$ cat src/rtl/multicycle_control.sv
// rtl/multicycle_control.sv - multicycle MIPS control FSM with bounded memory waits and sticky error.
// Optional: define MULTICYCLE_CONTROL_ILLEGAL_TRAP_EN to trap illegal encodings into ERROR.
module multicycle_control #(
  parameter int MEM_TIMEOUT = 16,
  parameter int STATE_W     = 4
) (
  input  logic               i_clk,
  input  logic               i_reset,
  input  logic [5:0]         i_opcode,
  input  logic [4:0]         i_rt,
  input  logic [5:0]         i_funct,
  input  logic               i_mem_ready,
  output logic               o_pcwrite,
  output logic               o_pcwritecond,
  output logic               o_iord,
  output logic               o_memread,
  output logic               o_memwrite,
  output logic               o_irwrite,
  output logic               o_regwrite,
  output logic               o_alusrca,
  output logic [1:0]         o_alusrcb,
  output logic [1:0]         o_aluop,
  output logic [1:0]         o_immedateop,
  output logic [2:0]         o_branch,
  output logic [1:0]         o_pcsource,
  output logic [1:0]         o_regdest,
  output logic [1:0]         o_memtoreg,
  output logic [STATE_W-1:0] o_state,
  output logic               o_error
);

  localparam int CNT_W = (MEM_TIMEOUT < 1) ? 1 : $clog2(MEM_TIMEOUT + 1);

  typedef enum logic [3:0] {
    S_FETCH   = 4'd0,
    S_DECODE  = 4'd1,
    S_MEMADDR = 4'd2,
    S_MEMRD   = 4'd3,
    S_MEMWB   = 4'd4,
    S_MEMWR   = 4'd5,
    S_REXEC   = 4'd6,
    S_RWB     = 4'd7,
    S_BRANCH  = 4'd8,
    S_JUMP    = 4'd9,
    S_IEXEC   = 4'd10,
    S_IWB     = 4'd11,
    S_JAL     = 4'd12,
    S_JR      = 4'd13,
    S_ERROR   = 4'd15
  } state_t;

`ifdef MULTICYCLE_CONTROL_ILLEGAL_TRAP_EN
  localparam state_t S_ILLEGAL = S_ERROR;
`else
  localparam state_t S_ILLEGAL = S_FETCH;
`endif

  state_t           r_state;
  state_t           w_next;
  state_t           w_dec_next;
  logic [CNT_W-1:0] r_cnt;
  logic             r_is_sw;
  logic [2:0]       r_branch;
  logic [1:0]       r_immop;
  logic [2:0]       w_dec_branch;
  logic [1:0]       w_dec_immop;
  logic             w_wait_state;
  logic             w_timeout;

  assign w_wait_state = (r_state == S_FETCH) || (r_state == S_MEMRD) || (r_state == S_MEMWR);
  assign w_timeout    = (MEM_TIMEOUT != 0) && (r_cnt == CNT_W'(MEM_TIMEOUT - 1));

  // Instruction decode; only consumed while in DECODE.
  always_comb begin
    w_dec_next   = S_ILLEGAL;
    w_dec_branch = 3'b000;
    w_dec_immop  = 2'b00;
    case (i_opcode)
      6'b000000: w_dec_next = (i_funct == 6'b001000) ? S_JR : S_REXEC;
      6'b100011,
      6'b101011: w_dec_next = S_MEMADDR;
      6'b000100: begin
        w_dec_next   = S_BRANCH;
        w_dec_branch = 3'b001;
      end
      6'b000101: begin
        w_dec_next   = S_BRANCH;
        w_dec_branch = 3'b010;
      end
      6'b000111: begin
        if (i_rt == 5'd0) begin
          w_dec_next   = S_BRANCH;
          w_dec_branch = 3'b011;
        end
      end
      6'b000001: begin
        if (i_rt == 5'd0) begin
          w_dec_next   = S_BRANCH;
          w_dec_branch = 3'b101;
        end else if (i_rt == 5'd1) begin
          w_dec_next   = S_BRANCH;
          w_dec_branch = 3'b100;
        end
      end
      6'b001000: begin
        w_dec_next  = S_IEXEC;
        w_dec_immop = 2'b01;
      end
      6'b001100: begin
        w_dec_next  = S_IEXEC;
        w_dec_immop = 2'b10;
      end
      6'b000010: w_dec_next = S_JUMP;
      6'b000011: w_dec_next = S_JAL;
      default:   w_dec_next = S_ILLEGAL;
    endcase
  end

  always_ff @(posedge i_clk) begin
    if (i_reset) begin
      r_state  <= S_FETCH;
      r_cnt    <= '0;
      r_is_sw  <= 1'b0;
      r_branch <= 3'b000;
      r_immop  <= 2'b00;
    end else begin
      r_state <= w_next;
      // Counter restarts whenever the FSM moves, so each memory state gets a fresh budget.
      if (w_next != r_state) begin
        r_cnt <= '0;
      end else if (w_wait_state && !i_mem_ready) begin
        r_cnt <= r_cnt + CNT_W'(1);
      end
      if (r_state == S_DECODE) begin
        r_is_sw  <= (i_opcode == 6'b101011);
        r_branch <= w_dec_branch;
        r_immop  <= w_dec_immop;
      end
    end
  end

  always_comb begin
    w_next        = r_state;
    o_pcwrite     = 1'b0;
    o_pcwritecond = 1'b0;
    o_iord        = 1'b0;
    o_memread     = 1'b0;
    o_memwrite    = 1'b0;
    o_irwrite     = 1'b0;
    o_regwrite    = 1'b0;
    o_alusrca     = 1'b0;
    o_alusrcb     = 2'b00;
    o_aluop       = 2'b00;
    o_immedateop  = 2'b00;
    o_branch      = 3'b000;
    o_pcsource    = 2'b00;
    o_regdest     = 2'b00;
    o_memtoreg    = 2'b00;
    o_error       = 1'b0;
    case (r_state)
      S_FETCH: begin
        o_memread = 1'b1;
        o_alusrcb = 2'b01;
        o_irwrite = i_mem_ready;
        o_pcwrite = i_mem_ready;
        if (i_mem_ready)    w_next = S_DECODE;
        else if (w_timeout) w_next = S_ERROR;
      end
      S_DECODE: begin
        o_alusrcb = 2'b11;
        w_next    = w_dec_next;
      end
      S_MEMADDR: begin
        o_alusrca = 1'b1;
        o_alusrcb = 2'b10;
        w_next    = r_is_sw ? S_MEMWR : S_MEMRD;
      end
      S_MEMRD: begin
        o_memread = 1'b1;
        o_iord    = 1'b1;
        if (i_mem_ready)    w_next = S_MEMWB;
        else if (w_timeout) w_next = S_ERROR;
      end
      S_MEMWB: begin
        o_regwrite = 1'b1;
        o_memtoreg = 2'b01;
        w_next     = S_FETCH;
      end
      S_MEMWR: begin
        o_memwrite = 1'b1;
        o_iord     = 1'b1;
        if (i_mem_ready)    w_next = S_FETCH;
        else if (w_timeout) w_next = S_ERROR;
      end
      S_REXEC: begin
        o_alusrca = 1'b1;
        o_aluop   = 2'b10;
        w_next    = S_RWB;
      end
      S_RWB: begin
        o_regwrite = 1'b1;
        o_regdest  = 2'b01;
        w_next     = S_FETCH;
      end
      S_BRANCH: begin
        o_alusrca     = 1'b1;
        o_aluop       = 2'b01;
        o_pcwritecond = 1'b1;
        o_pcsource    = 2'b01;
        o_branch      = r_branch;
        w_next        = S_FETCH;
      end
      S_JUMP: begin
        o_pcwrite  = 1'b1;
        o_pcsource = 2'b10;
        w_next     = S_FETCH;
      end
      S_IEXEC: begin
        o_alusrca    = 1'b1;
        o_alusrcb    = 2'b10;
        o_aluop      = 2'b11;
        o_immedateop = r_immop;
        w_next       = S_IWB;
      end
      S_IWB: begin
        o_regwrite   = 1'b1;
        o_immedateop = r_immop;
        w_next       = S_FETCH;
      end
      S_JAL: begin
        o_pcwrite  = 1'b1;
        o_pcsource = 2'b10;
        o_regwrite = 1'b1;
        o_regdest  = 2'b10;
        o_memtoreg = 2'b10;
        w_next     = S_FETCH;
      end
      S_JR: begin
        o_pcwrite  = 1'b1;
        o_pcsource = 2'b11;
        w_next     = S_FETCH;
      end
      S_ERROR: begin
        o_error = 1'b1;
        w_next  = S_ERROR;
      end
      default: w_next = S_FETCH;
    endcase
    // A reset cycle must never commit architectural state.
    if (i_reset) begin
      o_pcwrite     = 1'b0;
      o_pcwritecond = 1'b0;
      o_memwrite    = 1'b0;
      o_irwrite     = 1'b0;
      o_regwrite    = 1'b0;
    end
  end

  assign o_state = STATE_W'(r_state);

endmodule
$ cat config.mk
export PLATFORM = sky130hd
export DESIGN_NAME = multicycle_control
export DESIGN_NICKNAME = d
export VERILOG_FILES = /design/src/rtl/multicycle_control.sv
export SDC_FILE = /design/constraint.sdc
export NUM_CORES = 1
export LEC_CHECK = 0
export CORE_AREA = 2 2 62 64
export DETAILED_ROUTE_END_ITERATION = 8
export DIE_AREA = 0 0 64 66
export GPL_TIMING_DRIVEN = 0
export PLACE_DENSITY = 0.76
export SYNTH_ARGS = -nofsm -noshare
export SYNTH_HDL_FRONTEND = slang
export SYNTH_SLANG_ARGS = --single-unit
export TNS_END_PERCENT = 5
$ cat constraint.sdc
create_clock -name i_clk -period 3 [get_ports i_clk]
set_input_delay 0.9 -clock i_clk [delete_from_list [all_inputs] [get_ports i_clk]]
set_output_delay 0.9 -clock i_clk [all_outputs]
set_load 0.1 [all_outputs]
== Yosys cells after proc, flatten, opt, wreduce, memory -nomap -nowiden ==
Cells that the tools add are included.
W data, S select, Z words.

* Equality and inequality tests: 28
* Mux-type cells: 37
* Reductions and logical operators: 19
* Add/subtract/negate cells: 1

{| class="wikitable"
|+ Operators by type and width
! kind !! number
|-
| $pmux W4 S8 || 2
|-
| $mux W4 || 8
|-
| $eq A4 B4 Y1 const B || 7
|-
| $eq A6 B3 Y1 const B || 3
|-
| $eq A6 B4 Y1 const B || 3
|-
| $pmux W2 S3 || 3
|-
| $reduce_or A2 Y1 || 9
|-
| $eq A4 B3 Y1 const B || 4
|-
| $mux W1 || 13
|-
| $eq A6 B2 Y1 const B || 2
|-
| $eq A6 B6 Y1 const B || 2
|-
| $mux W3 || 4
|-
| $pmux W2 S2 || 3
|-
| $pmux W3 S4 || 1
|-
| $eq A4 B2 Y1 const B || 2
|-
| $reduce_or A4 Y1 || 2
|-
| $eq A6 B1 Y1 const B || 1
|-
| $logic_not A6 Y1 || 1
|-
| $add A5 B1 Y5 const B || 1
|-
| $eq A5 B1 Y1 const B || 1
|-
| $eq A5 B4 Y1 const B || 1
|-
| $logic_not A5 Y1 || 1
|-
| $eq A4 B1 Y1 const B || 1
|-
| $logic_not A4 Y1 || 1
|-
| 7 further kinds || 9
|}

* Register bits: 15
* Word-level logic and storage cells: 90
* Output and inout port bits: 28

== Longest topological paths before layout ==
* Word-level depth: 7
* Depth in mapped cells: 9
* Gate-level depth less buffers: 9

== Worst setup path after synthesis ==
OpenSTA, ideal clock, no wires.

* Kind: reg2out
* From: reg r_state[2], in the netlist o_state[2]
* To: out o_pcwrite
* Path buffers: 3
* Arrival time: 3.957 ns
* Cell stages (with the launch flop): 7
* Required time: 2.100 ns
* Path slack: -1.857 ns
* Cell sequence: dfxtp_1 -> buf_6 -> clkbuf_1 -> clkbuf_1 -> nor2_1 -> nor2_1 -> a21o_1

* Cells in the longest elaborated chain, start to end: 4
* Elaborated cells between the ends (all ways): 7

{| class="wikitable"
|+ RTL lines
! item !! RTL line !! source
|-
| start, declared || 58 || <nowiki>state_t r_state;</nowiki>
|-
| start signal, assigned || 127 || <nowiki>r_state <= w_next;</nowiki>
|-
| $eq A4 B4 Y1 || 160 || <nowiki>case (r_state)</nowiki>
|-
| $reduce_or A3 Y1 (no line) || -- ||
|-
| $pmux W1 S2 (*) || 160 ||
|-
| $mux W1 (*) || 250 || <nowiki>if (i_reset) begin</nowiki>
|-
| end, declared || 13 || <nowiki>output logic o_pcwrite,</nowiki>
|}

Mark *: on every way between the ends. The rest lies on a longest branch, timed or not.

== Worst setup path after layout ==
* From: reg r_state[3], in the netlist o_state[3]
* To: out o_immedateop[0]

* Cells in the longest elaborated chain, start to end: 3
* Elaborated cells between the ends (all ways): 4

{| class="wikitable"
|+ RTL lines
! item !! RTL line !! source
|-
| $eq A4 B4 Y1 || 160 ||
|-
| $reduce_or A2 Y1 (no line) (*) || -- ||
|-
| $mux W2 (*) || 160 ||
|-
| end, declared || 23 || <nowiki>output logic [1:0] o_immedateop,</nowiki>
|}

Marked as above.

==> qor.yml <==
hold_ws_ns: 0.460
dieArea_sq_um: 4220
swShare_pct: 36.5
p_comb_share_pct: 34.3
gp_congestion: 0.898
start_kind: "flip-flop"
rsz0062_at_grt: "false"
grtUsageTotal_pct: 19.0
grt_pass1_vias: 1462
crit_path_max_fanout: 10
die_y_um: 66
total_leakage_power_nw: 0.758
cts_tree: "yes"
fin_crit_sh_pct: 96.6
numClockSinks: 15
layout-area-overhead-vs-synth_pct: 45.8
cts_made_buffers: 3
drt_iter0_drc: 78
clk_pin_slew_worst_paths_ns: 0.10
min_path_type: "flip-flop to flip-flop"
clock_skew_ns: 0.00875
async_reset_ff_share_pct: 0
yosysSeqAreaShare_pct: 22.1
worst-setup-path-type: "flip-flop to output pin"
pwr-share-clk_pct: 24.3
finalCriticalPeriod_ns: 2.90
synthesis.nets: 218
grt_pass1_wl_um: 6570
start_util_pct: 38.3
synth.distinct_cells: 49
synth_ff_type: "dfxtp_1"
vias_per_cell: 5.50
core_area_sq_um: 3550
routed_wl_um: 3870
internal-power_w: 0.000313
clock_latency_ns: 0.29
switchingPower_w: 0.000180
rows: 22
yosysWarningCount: 0
mostFrequentLayoutCell: "nor2_1"
slew_headroom_pct: 35.0
syn_area_per_cell_sq_um: 6.95
final_max_slew_viol_count: 0
numPortBuffers: 44
antenna_found_initial: 0
grt_overflow_total: 0
final_cell_mix: "22 x nor2_1, 20 x a21oi_1, 18 x clkdlybuf4s50_1"
finalHoldViolCount: 0
post-route-util_pct: 55.9
drt_pass1_iterations: 4
ctsHtreeMaxLevel: 1
synth-edff-count: 0
insertedDiodeCount: 0
max_slew.worst_pin.slew_ns: 0.972
grt_max_degree: 11
max_freq_mhz: 345
clock-root-buffer: "clkbuf_4"
postRouteAntennaNets: 0
cp.arrival_ns: 2.00
layout-drive-gt1-share_pct: 29.1
pwr-share-seq_pct: 41.4
syn_inst: 196
total_power_w: 0.000493
vdd_drop_max_v: 0.000142
syn-cell-area_sq_um: 1360
wire_per_inst_um: 13.3
layout.nets: 267
yosys_register_bits: 15
io_pins: 48
cp-end-kind: "output pin"
setup_viol: 0
cts_buffer_depth: 2
fp.dieW_um: 64
maxCapViolations: 0
status: "complete, no violations"
dr_total_vias: 1607
hpwl_um: 2950
drc: 0
powerDensity_nw_per_um2: 248
post-cts-setup-buffers: 0
cp.required_ns: 2.10
==> power groups by stage <==
stage	clock network (W)	logic [W]	registers (W)
after CTS	0.000123	0.000168	0.000204
after global placement	0	0.000167	0.000209
after detailed placement	0	0.000169	0.000209
final	0.000120	0.000169	0.000204
after floorplan	0	0.000108	0.000217
after global routing	0.000129	0.000181	0.000205
==> layout make-up <==
cell class	count	area, sq um
Inverter	5	18.8
Tap cell	48	60.1
Buffer	17	104
Clock buffer	4	26.3
Timing Repair Buffer	44	389
Fill cell	359	1570
Sequential cell	15	307
Multi-Input combinational cell	159	1080
==> critical path, stage by stage, from the launching register on <==
cell and delay [ns]:
dfxtp_2 0.36, buf_2 0.20, buf_2 0.28, nand2_1 0.20, nor3b_4 0.21, buf_2 0.44
==> synthesized netlist by cell type (3+ instances only) <==
library cell | instances | area share, %
inv_1 | 5 | 1.4
nor4b_1 | 3 | 1.9
nand4_1 | 4 | 1.8
dfxtp_1 | 15 | 22
nor2b_1 | 3 | 1.4
nand2b_1 | 7 | 3.2
o21a_1 | 3 | 1.7
clkbuf_1 | 7 | 1.9
and3_1 | 5 | 2.3
nor3_1 | 7 | 2.6
o21ai_0 | 6 | 2.2
a211oi_1 | 3 | 1.7
xor2_1 | 4 | 2.6
nor2_1 | 33 | 9.1
or2_2 | 4 | 1.8
nand2_1 | 15 | 4.1
a21oi_1 | 22 | 8.1
buf_2 | 5 | 1.8
o22ai_1 | 3 | 1.4
==> cell families (layout without fill, tap and decap cells) <==
family	after synthesis	after routing	synth area share, %
DFF	15	15	22.1
and+or+nand+nor	96	96	37.7
adders and majority gates	2	2	1.84
buffers and inverters	22	70	8.18
muxes	2	2	1.47
xor gates and xnor gates	6	6	3.86
AOI/OAI and AO/OA	53	53	24.9
==> metrics by stage <==
| step | std cells | worst slack [ns] | setup TNS (ns) | area (sq um) |
|---|---|---|---|---|
| 2_1_floorplan | 196 | -0.380 | -3.00 | 1490 |
| 3_3_place_gp | 288 | -1.01 | -13.00 | 1990 |
| 3_5_place_dp | 288 | -1.00 | -12.86 | 1990 |
| 4_1_cts | 292 | 0.00847 | 0 | 1970 |
| 5_1_grt | 292 | 0.0103 | 0 | 1980 |
| 6_report | 292 | 0.101 | 0 | 1980 |
==> registers in the layout, summed over array words and instances, names as in the netlist <==
signal / cells
r_is_sw: 1
r_immop: 2
r_cnt: 5
r_branch: 3
o_state: 4
==> final timing paths <==
path,startpoint,slack (ns),to,depth (start not counted)
max,o_state[3],0.10,o_immedateop[0],5
min,r_branch[0],0.46,r_branch[0],2
max reg2reg,r_cnt[0],0.82,r_cnt[4],9
min reg2reg,r_branch[0],0.46,r_branch[0],2
==> layer usage <==
metal  wire, um  share of wire, %  global-route usage (%)  up-vias
li1           -                 -                       -      808
met1       1870                48                    26.0      735
met3        213               5.5                    2.39        5
met4         48               1.2                    5.16        0
met2       1740                45                    31.3       59
met5          0                 0                       0        -
==> what timing repair did <==
action	4_1_cts	5_1_grt
pin swaps	0	0
gates resized for setup	125	8
cloned	0	0
endpoints found under the setup margin	24	6
hold buffers	0	0
No activity file was read; power rests on OpenSTA's default activity.
